==> config.mk <==
export PLATFORM = sky130hd
export DESIGN_NAME = arb_mux
export DESIGN_NICKNAME = d
export VERILOG_FILES = /design/src/rtl/arb_mux.sv
export SDC_FILE = /design/constraint.sdc
export NUM_CORES = 1
export LEC_CHECK = 0
export ABC_AREA = 1
export CAP_MARGIN = 20
export CORE_MARGIN = 2
export CORE_UTILIZATION = 33
export CTS_CLUSTER_DIAMETER = 120
export DETAILED_ROUTE_END_ITERATION = 10
export GPL_TIMING_DRIVEN = 0
export PLACE_DENSITY = 0.8
export SKIP_LAST_GASP = 1
export SLEW_MARGIN = 10
export SYNTH_ARGS = -nofsm -noshare
export SYNTH_HDL_FRONTEND = slang
export SYNTH_SLANG_ARGS = --single-unit
==> constraint.sdc <==
create_clock -name clk -period 2.2 [get_ports clk]
set_input_delay 0.55 -clock clk [delete_from_list [all_inputs] [get_ports clk]]
set_output_delay 0.55 -clock clk [all_outputs]
set_load 0.02 [all_outputs]
==> src/rtl/arb_mux.sv <==
// arb_mux: N-channel valid/ready stream mux with one registered output stage, direct-select or round-robin.
// Define ARB_MUX_LAST_EN to add in_last/out_last and hold the grant on one channel until a packet ends.
module arb_mux #(
  parameter int DATA_WIDTH = 32,
  parameter int NUM_CH     = 4,
  parameter int SEL_WIDTH  = 2
) (
  input  logic                         clk,
  input  logic                         rst_n,
  input  logic [NUM_CH*DATA_WIDTH-1:0] in_data,
  input  logic [NUM_CH-1:0]            in_valid,
  output logic [NUM_CH-1:0]            in_ready,
`ifdef ARB_MUX_LAST_EN
  input  logic [NUM_CH-1:0]            in_last,
  output logic                         out_last,
`endif
  input  logic                         mode,
  input  logic [SEL_WIDTH-1:0]         sel,
  output logic [DATA_WIDTH-1:0]        out_data,
  output logic                         out_valid,
  input  logic                         out_ready,
  output logic [SEL_WIDTH-1:0]         out_ch
);

  logic                  r_out_valid;
  logic [DATA_WIDTH-1:0] r_out_data;
  logic [SEL_WIDTH-1:0]  r_out_ch;
  logic [SEL_WIDTH-1:0]  r_rr_ptr;

  logic                  w_slot_free;
  logic                  w_gnt_vld;
  logic                  w_xfer;
  logic [SEL_WIDTH-1:0]  w_gnt;
  logic [SEL_WIDTH-1:0]  w_gnt_inc;
  logic [DATA_WIDTH-1:0] w_sel_data;
  logic                  w_locked;
  logic [SEL_WIDTH-1:0]  w_lock_ch;

`ifdef ARB_MUX_LAST_EN
  logic                  r_locked;
  logic [SEL_WIDTH-1:0]  r_lock_ch;
  logic                  r_out_last;

  assign w_locked  = r_locked;
  assign w_lock_ch = r_lock_ch;
  assign out_last  = r_out_last;
`else
  assign w_locked  = 1'b0;
  assign w_lock_ch = '0;
`endif

  assign w_slot_free = ~r_out_valid | out_ready;

  // Round-robin scans from lowest to highest priority so the last hit is the winner.
  always_comb begin
    int idx;
    idx       = 0;
    w_gnt     = '0;
    w_gnt_vld = 1'b0;
    if (w_locked) begin
      w_gnt     = w_lock_ch;
      w_gnt_vld = 1'b1;
    end else if (!mode) begin
      w_gnt     = sel;
      w_gnt_vld = (32'(sel) < NUM_CH);
    end else begin
      for (int i = NUM_CH - 1; i >= 0; i--) begin
        idx = int'(r_rr_ptr) + i;
        if (idx >= NUM_CH) idx = idx - NUM_CH;
        if (in_valid[idx]) begin
          w_gnt     = SEL_WIDTH'(idx);
          w_gnt_vld = 1'b1;
        end
      end
    end
  end

  always_comb begin
    in_ready = '0;
    for (int k = 0; k < NUM_CH; k++)
      in_ready[k] = rst_n & w_gnt_vld & w_slot_free & (w_gnt == SEL_WIDTH'(k));
  end

  assign w_xfer     = rst_n & w_gnt_vld & w_slot_free & in_valid[w_gnt];
  assign w_gnt_inc  = (int'(w_gnt) == NUM_CH - 1) ? '0 : w_gnt + 1'b1;
  assign w_sel_data = in_data[int'(w_gnt)*DATA_WIDTH +: DATA_WIDTH];

  // Output stage: refilled on accept, emptied on drain, stale data/ch kept when empty.
  always_ff @(posedge clk or negedge rst_n) begin
    if (!rst_n) begin
      r_out_valid <= 1'b0;
      r_out_data  <= '0;
      r_out_ch    <= '0;
      r_rr_ptr    <= '0;
    end else if (w_xfer) begin
      r_out_valid <= 1'b1;
      r_out_data  <= w_sel_data;
      r_out_ch    <= w_gnt;
      if (mode || w_locked) r_rr_ptr <= w_gnt_inc;
    end else if (out_ready) begin
      r_out_valid <= 1'b0;
    end
  end

`ifdef ARB_MUX_LAST_EN
  // A non-final beat locks onto its channel; the final beat releases it.
  always_ff @(posedge clk or negedge rst_n) begin
    if (!rst_n) begin
      r_locked   <= 1'b0;
      r_lock_ch  <= '0;
      r_out_last <= 1'b0;
    end else if (w_xfer) begin
      r_out_last <= in_last[w_gnt];
      r_locked   <= ~in_last[w_gnt];
      r_lock_ch  <= w_gnt;
    end
  end
`endif

  assign out_valid = r_out_valid;
  assign out_data  = r_out_data;
  assign out_ch    = r_out_ch;

endmodule

==> impl_metrics.json <==
{
  "layout_worst_path_cycle_share_pct": 128,
  "max_freq_ghz": 0.356,
  "hpwl_um": 9350,
  "rsz0062_at_grt": "true",
  "synth-warning-count": 0,
  "synth_area_per_cell_sq_um": 6.03,
  "post-synth-top-area-cell": "dfrtp_1",
  "cp-start-kind": "register",
  "status": "finished with violations",
  "drv_cap": 0,
  "ys_seq_area_share_pct": 29.9,
  "cts_tree": "built",
  "drt_iter0_drc": 260,
  "synth_top_cell_area_share_pct": 29.9,
  "htreeDepth": 2,
  "hold_viol_final": 0,
  "min_path_type": "in -> async",
  "grt_overflow_total": 0,
  "worstMarginPinSlew_ps": 320,
  "cts_buffers": 5,
  "cp_max_fo": 6,
  "cp-end-kind": "output port",
  "wl_um": 13400,
  "route.detailed.drc": 0,
  "drive_above_1_share_pct": 18.8,
  "cts_sinks": 37,
  "final_area_sq_um": 5860,
  "maxSlewViolCount": 0,
  "drt.antenna.violating_nets": 0,
  "p_leak_nw": 2.95,
  "fp.dieArea_sq_um": 10200,
  "violations": "negative setup slack",
  "io_buffers": 176,
  "synthTopCellsByArea": "dfrtp_1, nand3_1, nand2_1, inv_1, buf_4",
  "period_minus_slack_ps": 2810,
  "critPathMaxStageDelay_ps": 370,
  "vias": 4245,
  "final_util_pct": 64.0,
  "crit_slowest_cell": "dfrtp_1",
  "clock_latency_ps": 280,
  "final_common_cell": "clkdlybuf4s50_1",
  "grt_max_degree": 35,
  "grt_pass1_wl_um": 20200,
  "relSlewSlack_pct": 78.7,
  "placed_area_sq_um": 5170,
  "path_cells": "buf_6, clkinv_8, nand2_4, nand3_4, nand2_2, inv_1, nor2_2, nor2_1, nand2_1, nand3_2, nand2_4, buf_8, buf_8, ha_4, inv_2, nor2_4, buf_6",
  "skew_ps": 3.50,
  "synth_fp_nets": 653,
  "cp.arrival_ps": 2260,
  "post-place-ws_ps": -1550,
  "cp.required_ps": 1650,
  "fp.dieH_um": 101,
  "p_per_area_nw_per_um2": 1200,
  "n_antenna_cell": 0,
  "layout.nets": 863,
  "wl_per_cell_um": 16.0,
  "path_class": "reg -> out",
  "cts-root-buf": "clkbuf_8",
  "grt_usage_pct": 25.0,
  "antenna_found_initial": 0,
  "fillers": 811,
  "core_area_sq_um": 9150,
  "gp_congestion": 0.861,
  "netlist_area_sq_um": 3100,
  "peakVddDrop_v": 0.000518,
  "cts_max_path_buffers": 2,
  "synth_cell_types": 21,
  "initial_core_util_pct": 33.8,
  "ys_ff_latch": 37,
  "area_growth_pct": 89.0,
  "ios": 177,
  "vias_per_cell": 5.08,
  "grt_pass1_vias": 4192,
  "setup_slack_ps": -608,
  "setup_viol": 41,
  "die_w_um": 101,
  "drt_pre_antenna_iters": 5,
  "netlist_instances": 514,
  "rows": 35,
  "cts.reportedPaths.clkPinSlew_ps": 70,
  "final_cell_mix": "clkdlybuf4s50_1, nand3_1, nand2_1, inv_1, dfrtp_1"
}
## what timing repair did
item                       in CTS  in global routing
buffers inserted               14                 10
gates resized for setup        71                 52
cloned                          2                  3
pin swaps                      14                 12
hold buffers                    0                  0
setup endpoints to repair      41                 41
## final timing paths
kind / slack (ps) / depth (start not counted) / from / to
setup / recovery: -610 / 17 / r_rr_ptr[0] / in_ready[2]
setup reg to reg: -310 / 22 / r_rr_ptr[0] / out_data[29]
hold / removal: 80 / 1 / rst_n / out_data[20]
max in group asynchronous: 1690 / 2 / rst_n / r_rr_ptr[1]
hold reg to reg: 480 / 2 / out_data[22] / out_data[22]
min in group clk: 480 / 2 / out_data[22] / out_data[22]
## flip-flops by register name, indices dropped and copies added (netlist names)
| register | flops |
|---|---|
| r_rr_ptr | 2 |
| out_ch | 2 |
| out_valid | 1 |
| out_data | 32 |
## kinds of logic after synthesis
| kind of cell | count (synthesis) | synth area share (%) |
|---|---|---|
| simple gates | 358 | 51.9 |
| compound gates | 5 | 0.929 |
| fa+ha+maj | 1 | 0.404 |
| flops | 37 | 29.9 |
| buf+inv | 113 | 16.8 |
## cell usage after synthesis
master,n
buf_4,13
nand2_4,3
inv_1,74
nor3_1,1
nand2_1,169
o21ai_1,1
buf_2,9
nand2_2,3
nand4_1,3
clkbuf_1,7
a31oi_1,1
nand3_1,169
buf_6,5
a21boi_1,1
o21ai_0,2
nor2_1,7
or2_2,1
dfrtp_1,37
ha_1,1
nand3_2,2
inv_2,5
## cell type report
type                    instances  area [sq um]  area share, %
clock buffers                   7          86.3           1.47
plain buffers                  32           315           5.38
inverters                      79           337           5.75
repair buffers                204          2100           35.9
well taps                     111           139           2.37
multi-input cells             365          1950           33.3
flip-flops and latches         37           927           15.8
## report_power, final
part	total [W]	internal [W]	leakage [nW]	switching [W]
combinational	0.00533	0.00240	2.44	0.00293
sequential	0.00119	0.000997	0.464	0.000190
clock	0.000487	0.000249	0.0443	0.000238
total	0.00700	0.00365	2.95	0.00336
## worst max-delay path, delay by kind of cell (launching register included)
family	cells	cell delay (ps)
adder cells (fa/ha/maj)	1	120
AND/OR/NAND/NOR	9	780
buffers and inverters	7	680
flip-flops	1	370
## through the flow
stage	hold WS [ps]	instances	TNS, ps	power, W
finish	77.0	835	-11650	0.00700
global placement	462	801	-87640	0.00530
floorplan	254	514	-348	0.00381
global route	71.6	835	-17160	0.00747
CTS	72.2	824	-5350	0.00638
detailed placement	384	802	-32060	0.00541
## routing by layer
layer  global-route usage, %  wire [um]  up-vias
met5                       0          0        -
met3                    4.37       1010       17
met4                    6.03        153        0
li1                        -          -     2041
met1                    29.7       5220     1993
met2                    46.5       7020      194
Power figures use the tool's default switching activity.
